`src/rtl/bc_preg_arbiter.sv`:
```
// ---------------------------------------------------------------------------
// bc_preg_arbiter
//
// Shares the physical-register broadcast bus among N_REQ execution pipes.
// Each pipe hands one result (preg index, areg index, data) into its own
// 1-entry holding slot through a valid/ready handshake. A round-robin
// arbiter moves one slot per cycle onto the registered broadcast bus.
//
// Ports
//   c_clock      : clock, rising edge
//   c_reset      : asynchronous, active-low reset
//   c_pause      : stall -- no grant, no accept, slots and pointer frozen
//   c_flush      : drop all pending results (wins over pause and accept)
//   req_valid    : [N_REQ]   pipe k offers a result
//   req_ready    : [N_REQ]   pipe k result taken at this edge if valid&ready
//   req_i_preg   : packed preg index per pipe, slice k = [k*W +: W]
//   req_i_areg   : packed areg index per pipe
//   req_d_preg   : packed result data per pipe
//   i_preg_rb1   : broadcast preg index, 0 = no broadcast this cycle
//   i_areg_rb1   : broadcast areg index (meaningful only when preg != 0)
//   d_preg_rb1   : broadcast data       (meaningful only when preg != 0)
//   s_busy       : at least one holding slot is occupied
//
// Optional feature (macro BC_PREG_ARB_STAT_EN):
//   s_cnt_bc     : [16] saturating count of edges with a broadcast grant
//   s_cnt_conf   : [16] saturating count of grants made while >=2 slots
//                  were waiting (contention)
//   Both are cleared only by reset, never by flush.
// ---------------------------------------------------------------------------
module bc_preg_arbiter #(
  parameter int N_REQ         = 4,
  parameter int I_BL_MARC_REG = 6,
  parameter int I_BL_ARC_REG  = 5,
  parameter int D_BL_MARC_REG = 32
) (
  input  logic                             c_clock,
  input  logic                             c_reset,
  input  logic                             c_pause,
  input  logic                             c_flush,
  input  logic [N_REQ-1:0]                 req_valid,
  output logic [N_REQ-1:0]                 req_ready,
  input  logic [N_REQ*I_BL_MARC_REG-1:0]   req_i_preg,
  input  logic [N_REQ*I_BL_ARC_REG-1:0]    req_i_areg,
  input  logic [N_REQ*D_BL_MARC_REG-1:0]   req_d_preg,
  output logic [I_BL_MARC_REG-1:0]         i_preg_rb1,
  output logic [I_BL_ARC_REG-1:0]          i_areg_rb1,
  output logic [D_BL_MARC_REG-1:0]         d_preg_rb1,
  output logic                             s_busy
`ifdef BC_PREG_ARB_STAT_EN
  ,
  output logic [15:0]                      s_cnt_bc,
  output logic [15:0]                      s_cnt_conf
`endif
);

  localparam int IW = I_BL_MARC_REG;
  localparam int AW = I_BL_ARC_REG;
  localparam int DW = D_BL_MARC_REG;
  localparam int PW = (N_REQ > 1) ? $clog2(N_REQ) : 1;
  localparam logic [PW-1:0] LAST_IDX = PW'(N_REQ - 1);

  // -------------------------------------------------------------------------
  // State
  // -------------------------------------------------------------------------
  logic [N_REQ-1:0] hold_v_reg;
  logic [IW-1:0]    hold_preg_reg [N_REQ];
  logic [AW-1:0]    hold_areg_reg [N_REQ];
  logic [DW-1:0]    hold_data_reg [N_REQ];
  logic [PW-1:0]    rr_ptr_reg;

  logic [IW-1:0]    bus_preg_reg;
  logic [AW-1:0]    bus_areg_reg;
  logic [DW-1:0]    bus_data_reg;

  // -------------------------------------------------------------------------
  // Per-pipe unpacking and handshake
  // -------------------------------------------------------------------------
  logic             arb_en;
  logic             gnt_any;
  logic [PW-1:0]    gnt_idx;
  logic [PW-1:0]    rr_ptr_next;
  logic [N_REQ-1:0] gnt;
  logic [N_REQ-1:0] accept;
  logic [N_REQ-1:0] load_live;
  logic [IW-1:0]    in_preg [N_REQ];
  logic [AW-1:0]    in_areg [N_REQ];
  logic [DW-1:0]    in_data [N_REQ];

  // Flush dominates pause; either one blocks both grant and accept.
  assign arb_en = !c_pause && !c_flush;

  genvar gi;
  generate
    for (gi = 0; gi < N_REQ; gi++) begin : g_pipe
      assign in_preg[gi] = req_i_preg[gi*IW +: IW];
      assign in_areg[gi] = req_i_areg[gi*AW +: AW];
      assign in_data[gi] = req_d_preg[gi*DW +: DW];

      assign gnt[gi] = gnt_any && (gnt_idx == PW'(gi));

      // A slot being granted this cycle can take a new result at the same
      // edge, which lets a single pipe stream one result per cycle.
      assign req_ready[gi] = arb_en && (!hold_v_reg[gi] || gnt[gi]);
      assign accept[gi]    = req_valid[gi] && req_ready[gi];

      // preg index 0 means "no destination": the handshake completes but
      // nothing is kept for broadcast.
      assign load_live[gi] = accept[gi] && (in_preg[gi] != '0);
    end
  endgenerate

  // -------------------------------------------------------------------------
  // Round-robin grant: first occupied slot starting at rr_ptr, wrapping.
  // The scan runs from the farthest offset down so the nearest one wins.
  // -------------------------------------------------------------------------
  int            scan_pos;
  logic [PW-1:0] scan_idx;

  always_comb begin
    gnt_any  = 1'b0;
    gnt_idx  = '0;
    scan_pos = 0;
    scan_idx = '0;
    if (arb_en) begin
      for (int i = N_REQ - 1; i >= 0; i--) begin
        scan_pos = int'(rr_ptr_reg) + i;
        if (scan_pos >= N_REQ) begin
          scan_pos = scan_pos - N_REQ;
        end
        scan_idx = scan_pos[PW-1:0];
        if (hold_v_reg[scan_idx]) begin
          gnt_any = 1'b1;
          gnt_idx = scan_idx;
        end
      end
    end
  end

  // Explicit wrap keeps the pointer inside 0..N_REQ-1 for any N_REQ.
  assign rr_ptr_next = (gnt_idx == LAST_IDX) ? '0 : (gnt_idx + PW'(1));

  // -------------------------------------------------------------------------
  // Holding slots
  // -------------------------------------------------------------------------
  always_ff @(posedge c_clock or negedge c_reset) begin
    if (!c_reset) begin
      hold_v_reg <= '0;
      for (int k = 0; k < N_REQ; k++) begin
        hold_preg_reg[k] <= '0;
        hold_areg_reg[k] <= '0;
        hold_data_reg[k] <= '0;
      end
    end else if (c_flush) begin
      // Pending results are discarded; payload fields are don't-care.
      hold_v_reg <= '0;
    end else begin
      for (int k = 0; k < N_REQ; k++) begin
        if (accept[k]) begin
          // Refill on the same edge as a grant keeps the slot occupied with
          // the new entry while the old one goes to the bus.
          hold_v_reg[k]    <= load_live[k];
          hold_preg_reg[k] <= in_preg[k];
          hold_areg_reg[k] <= in_areg[k];
          hold_data_reg[k] <= in_data[k];
        end else if (gnt[k]) begin
          hold_v_reg[k] <= 1'b0;
        end
      end
    end
  end

  // -------------------------------------------------------------------------
  // Broadcast bus and round-robin pointer
  // -------------------------------------------------------------------------
  always_ff @(posedge c_clock or negedge c_reset) begin
    if (!c_reset) begin
      bus_preg_reg <= '0;
      bus_areg_reg <= '0;
      bus_data_reg <= '0;
      rr_ptr_reg   <= '0;
    end else if (gnt_any) begin
      bus_preg_reg <= hold_preg_reg[gnt_idx];
      bus_areg_reg <= hold_areg_reg[gnt_idx];
      bus_data_reg <= hold_data_reg[gnt_idx];
      rr_ptr_reg   <= rr_ptr_next;
    end else begin
      // Idle, paused or flushed: preg 0 marks the bus empty. areg/data keep
      // their last value to avoid needless toggling.
      bus_preg_reg <= '0;
    end
  end

  assign i_preg_rb1 = bus_preg_reg;
  assign i_areg_rb1 = bus_areg_reg;
  assign d_preg_rb1 = bus_data_reg;
  assign s_busy     = |hold_v_reg;

  // -------------------------------------------------------------------------
  // Optional statistics
  // -------------------------------------------------------------------------
`ifdef BC_PREG_ARB_STAT_EN
  logic [15:0] cnt_bc_reg;
  logic [15:0] cnt_conf_reg;
  logic        contended;

  assign contended = ($countones(hold_v_reg) >= 2);

  always_ff @(posedge c_clock or negedge c_reset) begin
    if (!c_reset) begin
      cnt_bc_reg   <= '0;
      cnt_conf_reg <= '0;
    end else if (gnt_any) begin
      if (cnt_bc_reg != 16'hFFFF) begin
        cnt_bc_reg <= cnt_bc_reg + 16'd1;
      end
      if (contended && (cnt_conf_reg != 16'hFFFF)) begin
        cnt_conf_reg <= cnt_conf_reg + 16'd1;
      end
    end
  end

  assign s_cnt_bc   = cnt_bc_reg;
  assign s_cnt_conf = cnt_conf_reg;
`endif

endmodule
```
`config.mk`:
```
export PLATFORM = sky130hd
export DESIGN_NAME = bc_preg_arbiter
export DESIGN_NICKNAME = d
export VERILOG_FILES = /design/src/rtl/bc_preg_arbiter.sv
export SDC_FILE = /design/constraint.sdc
export NUM_CORES = 1
export LEC_CHECK = 0
export CORE_AREA = 2 2 145 147
export CTS_CLUSTER_DIAMETER = 30
export CTS_CLUSTER_SIZE = 25
export DETAILED_ROUTE_END_ITERATION = 8
export DIE_AREA = 0 0 147 149
export GPL_TIMING_DRIVEN = 0
export PLACE_DENSITY = 0.84
export SYNTH_ARGS = -nofsm -noshare
export SYNTH_HDL_FRONTEND = slang
export SYNTH_SLANG_ARGS = --single-unit
```
`constraint.sdc`:
```
create_clock -name c_clock -period 4.5 [get_ports c_clock]
set_clock_uncertainty 0.2 [all_clocks]
set_input_delay 0.9 -clock c_clock [delete_from_list [all_inputs] [get_ports c_clock]]
set_output_delay 0.9 -clock c_clock [all_outputs]
set_load 0.01 [all_outputs]
```
==> results by group, run 1 <==
Global route
  – Initial antenna violation count: 1
  – First-pass GRT wire length: 39.6 mm
  – Largest net degree at the start of global routing: 118
  – Number of global-route vias before repair: 7,268
  – Remaining Overflow, GRT: 0
  – Global Route Usage Sum: 23.4%

Setup path
  – Slowest Stage Delay on Critical Path: 0.61 ns
  – CP max FO: 9
  – CP arrival: 3.30 ns
  – FF-to-FF setup slack: 0.87 ns
  – CP top delay family: buffers and inverters
  – Endpoint class of the critical path: primary output
  – Worst path cell trace: clkdlybuf4s50_1 -> nor2_4 -> nand2_2 -> nor2_4 -> ha_1 -> inv_1 -> a21oi_1 -> clkdlybuf4s50_1
  – Reg2Reg Depth: 14
  – CP bufs+invs: 3
  – R2R Path Start: hold_v_reg[1]
  – Critical path's slowest cell: clkdlybuf4s50_1
  – Worst EP required: 3.40 ns
  – Setup crit start kind: input pin
  – Critical path class: input pin to primary output
  – FF-to-FF End: hold_data_reg[112]

Yosys
  – Syn avg cell area: 14.6 um2
  – Synthesized cell area: 9440 um2
  – Top post-synthesis cells by area: dfrtp_1 59%, mux2_2 21%, mux2i_1 7.8%
  – Post-synthesis cell count: 648
  – Synth Flop Type: dfrtp_1
  – Async SR Flop Fraction: 100%
  – Synth Register Bits: 221
  – Commonest cells in the netlist: 221 x dfrtp_1, 173 x mux2_2, 74 x mux2i_1
  – Area share of the largest cell type after synthesis: 58.6%
  – Most common cell in the netlist: dfrtp_1
  – Leading area contributor after synthesis: dfrtp_1
  – Sequential element share of the synthesized area: 58.6%
  – Yosys Warn Count: 0
  – Yosys cell types: 24
  – Net Count, Synth: 832
  – EDFF count, synth: 0

Power
  – Pwr/cell area: 590 nW/um2
  – P_leak: 5.99 nW
  – Peak VDD IR: 0.305 mV

Placement
  – DP Worst Slack: -0.406 ns
  – Port Buffer Count: 227
  – Detailed placement HPWL: 17.3 mm
  – Post-placement cell area: 12,100 um2
  – Gpl congestion: 0.832

Floorplanning
  – Core area: 20,600 um2
  – Number of I/O pins: 228
  – Initial Util: 45.9%
  – Rows: 53
  – Die area: 21,900 um2
  – Die X: 147 um
  – Vert. Die Dim: 149 um

Run status
  – Status: finished, final reports clean

Route
  – Vias per cell: 5.37
  – Vias: 6,623
  – DRC viols: 0
  – Detail Route Antenna Nets: 0
  – DRT iter0 DRCs: 300
  – Final WL: 25.5 mm
  – Wire length per cell: 20.7 um
  – Pre-antenna DRT Iters: 5

STA
  – Final Hold Viols: 0
  – Max-slew violations: 0
  – Tightest Pin Transition: 0.794 ns
  – Worst hold margin: 0.221 ns
  – Period Utilization, post-route: 97.8%
  – Fin Setup TNS: 0 ns
  – Final worst slack: 0.0992 ns
  – Final setup viols: 0
  – Fin crit period: 4.40 ns
  – Rel. slew slack: 47.1%
  – RSZ-0062 raised after global routing: false
  – Fmax: 0.227 GHz

Flow run
  – Max-Cap Viols: 0

CTS
  – CTS Sinks: 221
  – CTS tree: yes
  – Root buffer cell: clkbuf_16
  – Cts hold-fix bufs: 0
  – Total CTS buffers: 45
  – CTS H-tree lvls: 2
  – Worst-path clk slew: 0.04 ns
  – Clk Latency, worst-skew pair: 0.51 ns
  – Clk buf depth: 3

Layout
  – Total Nets Final: 1,110
  – Filler cells: 1,525
  – Core Util, Final: 66.8%
  – Area delta synth->final: 45.4%
  – Max FFs per register: 128
  – Fin area: 13,700 um2
  – Share of cells above drive strength 1: 30.7%

Min path
  – Hold Crit Class: input pin to async pin
==> where the power goes <==
group / switching (W) / internal [W]
Clock: 0.00103 / 0.00239
Combinational: 0.000780 / 0.00109
Sequential: 0.000298 / 0.00251
Total: 0.00210 / 0.00599
==> repair_timing <==
action / CTS / global route
gates resized for setup: 4 / 1
buffers inserted: 0 / 3
cloned: 0 / 1
setup endpoints to repair: 4 / 3
==> worst register-to-register path, cell delays in order, from the launching register on <==
cell,delay [ns]
dfrtp_1,0.45
nand2b_1,0.18
a21oi_1,0.07
a221o_1,0.27
buf_4,0.19
buf_6,0.18
buf_6,0.18
nor2_4,0.14
inv_1,0.08
ha_1,0.20
inv_1,0.08
a21oi_1,0.11
nand2_1,0.39
buf_2,0.41
mux2_2,0.38
==> cell type report <==
cell class | instances | area (um2) | area share (%)
repair buffers | 231 | 2330 | 17.0
flip-flops and latches | 221 | 5530 | 40.3
plain buffers | 35 | 209 | 1.52
well taps | 275 | 344 | 2.51
diodes | 1 | 2.50 | 0.0182
multi-input cells | 383 | 3700 | 26.9
clock inverters | 23 | 345 | 2.52
inverters | 9 | 33.8 | 0.246
clock buffers | 56 | 1240 | 9.02
==> worst max-delay path by stage <==
stage,start,end,cells past startpoint
finish,c_pause,req_ready[1],8
global route,rr_ptr_reg[0],req_ready[0],12
CTS,c_pause,req_ready[1],8
detailed placement,c_pause,req_ready[1],8
global placement,c_reset,hold_data_reg[40],1
floorplan,c_pause,req_ready[3],7
==> metrics by stage <==
stage          power (W)  cells
2_1_floorplan    0.00380    648
5_1_grt          0.00846   1233
6_report         0.00809   1234
3_3_place_gp     0.00461   1150
4_1_cts          0.00815   1229
3_5_place_dp     0.00468   1151
==> routing by layer <==
metal,up-vias,wire length [um],GRT usage (%)
li1,2951,-,-
met1,3378,10500,29.3
met2,245,12600,40.3
met3,49,1730,5.17
met4,0,657,8.56
met5,-,0,0
==> kinds of logic after synthesis <==
logic type / share of synthesized area, %
multiplexers: 29.9
flip-flops: 58.6
AND/OR/NAND/NOR: 3.14
AO/OA/AOI/OAI: 5.22
buffers and inverters: 2.61
adder cells (fa/ha/maj): 0.530
==> placed cells by master (no fill, tap or decap), drive strengths merged <==
master	count
nor2b	7
clkdlybuf4s50	226
diode	1
o2bb2ai	1
mux2	173
or2	1
a221o	1
nand2	43
a21oi	12
dfrtp	221
nand3	1
buf	33
o221ai	40
bufinv	8
nor2	5
o311ai	4
clkinvlp	6
mux4	6
o21ai	4
clkinv	9
inv	9
mux2i	74
or4	4
nand2b	3
ha	4
clkbuf	63
(Power assumes the default switching activity.)
==> run 2, diff against run 1 <==
CTS_CLUSTER_SIZE = default   (was 25)
==> results of run 2 <==
The final DEF is identical to that of run 1; final timing and power are the same.
==> run 3, diff against run 2 <==
ABC_AREA = 1   (was default)
CORE_AREA = 2 2 153 155   (was 2 2 145 147)
DIE_AREA = 0 0 155 157   (was 0 0 147 149)
PLACE_DENSITY = 0.82   (was 0.84)
==> run 3 against run 2 <==
Compared with the run above: worst hold slack better by 0.0079 ns; register-to-register slack got worse by 0.17 ns; synthesized cell count rose by 110%; synthesized area increased by 11%; die area grew 11%; critical path type unchanged.
==> results by group, run 3 <==
Setup path
  – FF-to-FF End: hold_areg_reg[6]
  – CP bufs+invs: 6 (+3)
  – CP arrival: 3.33 ns (+0.03 ns)
  – CP max FO: 18 (+9)
  – Worst path cell trace: clkdlybuf4s50_1 -> or2_0 -> inv_1 -> buf_4 -> nand3_4 -> inv_8 -> ha_1 -> inv_1 -> o21ai_1 -> clkdlybuf4s50_1
  – Worst EP required: 3.40 ns (about the same)
  – Reg2Reg Depth: 16 (+2)
  – Endpoint class of the critical path: primary output
  – R2R Path Start: rr_ptr_reg[0]
  – CP top delay family: buffers and inverters
  – Critical path class: input pin to primary output
  – Slowest Stage Delay on Critical Path: 0.58 ns (-0.03 ns)
  – FF-to-FF setup slack: 0.70 ns (-0.17 ns)
  – Setup crit start kind: input pin
  – Critical path's slowest cell: clkdlybuf4s50_1

Placement
  – Dpl cells: 1,861 (+62%)
  – Port Buffer Count: 227 (unchanged)
  – Post-placement cell area: 13,200 um2 (+8.8%)
  – Detailed placement HPWL: 24.2 mm (+40%)
  – Gpl congestion: 0.904 (+8.8%)

Power
  – Psw: 0.00352 W (+67%)
  – Seq pwr share: 29.7% (-5.0 points)
  – Comb pwr share: 34.0% (+11 points)
  – Clk network pwr share: 36.3% (-5.9 points)
  – Switching share of total power: 35.5% (+9.5 points)
  – Peak VDD IR: 0.448 mV (+47%)
  – Internal Pwr Total: 0.00640 W (+6.9%)
  – Pwr/cell area: 667 nW/um2 (+13%)
  – P_leak: 7.43 nW (+24%)
  – Overall power: 0.00992 W (+23%)

Layout
  – Total Nets Final: 1,813 (+63%)
  – Most common cell after layout, fill and taps aside: nand2_1
  – Share of cells above drive strength 1: 7.98% (-23 points)
  – Fin area: 14,900 um2 (+8.4%)
  – Max FFs per register: 128 (unchanged)
  – Most frequent cells in the layout: 284 x nand2_1, 226 x clkdlybuf4s50_1, 221 x dfrtp_1
  – Area delta synth->final: 41.8%
  – Core Util, Final: 66.1% (-0.66 points)
  – Filler cells: 1,755 (+15%)
  – Final Non-Filler Cells: 1,953 (+58%)

Min path
  – Hold Crit Class: input pin to async pin

Route
  – Detail Route Antenna Nets: 0 (unchanged)
  – Wire length per cell: 17.9 um (-13%)
  – Final WL: 35.0 mm (+37%)
  – Vias: 10.6k (+60%)
  – Pre-antenna DRT Iters: 8 (+3)
  – DRT iter0 DRCs: 876 (+190%)
  – DRC viols: 0 (unchanged)
  – Vias per cell: 5.43 (+1.1%)

STA
  – Max-slew violations: 0 (unchanged)
  – Fmax: 0.226 GHz (-0.63%)
  – Tightest Pin Transition: 0.763 ns (-0.0304 ns)
  – Period Utilization, post-route: 98.4% (+0.62 points)
  – Final Hold Viols: 0 (unchanged)
  – Final setup viols: 0 (unchanged)
  – Rel. slew slack: 49.1% (+2.0 points)
  – Fin crit period: 4.43 ns (+0.0278 ns)

CTS
  – Worst-path clk slew: 0.04 ns (about the same)
  – Root buffer cell: clkbuf_16
  – Clk Latency, worst-skew pair: 0.52 ns (about the same)
  – CTS tree: yes
  – CTS H-tree lvls: 2 (unchanged)
  – CTS Sinks: 221 (unchanged)
  – Cts hold-fix bufs: 0 (unchanged)
  – Total CTS buffers: 47 (+4.4%)
  – Clk buf depth: 3 (unchanged)

Global route
  – First-pass GRT wire length: 54.6 mm (+38%)
  – Remaining Overflow, GRT: 0 (unchanged)
  – Global Route Usage Sum: 28.8% (+5.4 points)
  – Number of global-route vias before repair: 10.6k (+45%)
  – Largest net degree at the start of global routing: 123 (+4.2%)
  – Initial antenna violation count: 1 (unchanged)

Yosys
  – Yosys cell types: 23 (-4.2%)
  – Async SR Flop Fraction: 100% (unchanged)
  – Net Count, Synth: 1,532 (+84%)
  – Leading area contributor after synthesis: dfrtp_1
  – Most common cell in the netlist: nand2_1
  – Main combinational cell family by area after synthesis: simple AND/OR/NAND/NOR gates
  – Post-synthesis cell count: 1,348 (+110%)
  – Synth Flop Type: dfrtp_1
  – Area share of the largest cell type after synthesis: 52.7% (-5.9 points)
  – Adder-cell share of the synthesized area: 0.477% (-0.053 points)
  – Sequential element share of the synthesized area: 52.7% (-5.9 points)
  – EDFF count, synth: 0 (unchanged)
  – Mux share of post-synthesis cell area: 0% (-30 points)
  – Synth Register Bits: 221 (unchanged)
  – Synthesized cell area: 10,500 um2 (+11%)
  – Top post-synthesis cells by area: dfrtp_1 53%, nand2_1 10%, a21oi_1 7.7%
  – Syn avg cell area: 7.78 um2 (-47%)
  – Yosys Warn Count: 0 (unchanged)
  – Xor/xnor share of the synthesized area: 0% (unchanged)
  – Synth Area in Compound Gates: 9.26% (+4.0 points)
  – Commonest cells in the netlist: 284 x nand2_1, 221 x dfrtp_1, 202 x inv_1
  – Synth Area in Simple Gates: 26.4% (+23 points)

Flow run
  – Max-Cap Viols: 0 (unchanged)

Floorplanning
  – Die area: 24,300 um2 (+11%)
  – Number of I/O pins: 228 (unchanged)
  – Core area: 22,500 um2 (+9.5%)
  – Die X: 155 um (+5.4%)
  – Initial Util: 46.6% (+0.69 points)
  – Rows: 55 (+3.8%)
  – Vert. Die Dim: 157 um (+5.4%)

Run status
  – Status: finished, final reports clean
[run 3: cell families after synthesis]
kind of cell    Yosys count
simple gates            635
flops                   221
compound gates          193
fa+ha+maj                 4
buf+inv                 295
[run 3: worst max path at each step]
stage	from	to	slack, ns	cells past startpoint
finish	c_flush	req_ready[2]	0.07	10
global route	rr_ptr_reg[0]	req_ready[1]	-0.01	14
floorplan	c_pause	req_ready[2]	1.11	9
global placement	c_reset	hold_data_reg[56]	-6.81	1
CTS	c_flush	req_ready[2]	0.03	10
detailed placement	c_flush	req_ready[3]	-0.46	11
[run 3: through the flow]
step | hold WS [ns] | worst slack (ns) | setup TNS, ns
after detailed placement | 0.264 | -0.459 | -15.47
final | 0.228 | 0.0714 | 0
after global placement | 0.264 | -6.81 | -1510.58
after global routing | 0.292 | -0.0111 | -0.0111
after CTS | 0.261 | 0.0283 | 0
after floorplan | 0.253 | 1.11 | 0
[run 3: cell type report]
| class | count | area [um2] | share of cell area [%] |
|---|---|---|---|
| clock inverter | 28 | 357 | 2.40 |
| buffer | 88 | 389 | 2.62 |
| sequential | 221 | 5530 | 37.2 |
| timing repair buffer | 234 | 2350 | 15.8 |
| tap | 285 | 357 | 2.40 |
| antenna | 1 | 2.50 | 0.0168 |
| inverter | 205 | 777 | 5.22 |
| multi-input combinational | 832 | 3800 | 25.5 |
| clock buffer | 59 | 1310 | 8.83 |
[run 3: metal layers]
metal | up-vias | share of wire, % | global-route usage (%) | wire [um]
met5 | - | 0 | 0 | 0
met4 | 0 | 4.8 | 14.2 | 1690
met3 | 136 | 9.2 | 5.45 | 3200
met2 | 603 | 47 | 46.6 | 16500
met1 | 5011 | 39 | 37.5 | 13600
li1 | 4852 | - | - | -
[run 3: power groups by stage]
stage                     logic [W]  registers [W]  clock network [W]
after detailed placement    0.00324        0.00296                  0
after floorplan             0.00193        0.00297                  0
final                       0.00337        0.00295            0.00360
after global routing        0.00371        0.00301            0.00373
after global placement      0.00314        0.00294                  0
after CTS                   0.00330        0.00294            0.00361
[run 3: worst reg2reg max path, cell delays in order, from the launching register on]
cell,delay (ns)
dfrtp_1,0.44
inv_2,0.19
nand2_1,0.08
nand2_1,0.11
nand2_1,0.07
nand2_1,0.10
nand2_2,0.08
nand3_2,0.16
nand3_4,0.20
buf_6,0.21
ha_1,0.19
inv_1,0.06
o21ai_1,0.10
nand2_1,0.35
clkbuf_1,0.60
buf_2,0.40
a21oi_1,0.12
[run 3: timing repair]
item | CTS | global route
setup endpoints to repair | 4 | 4
pin swaps | 0 | 1
setup buffers | 0 | 6
resized for setup | 3 | 2
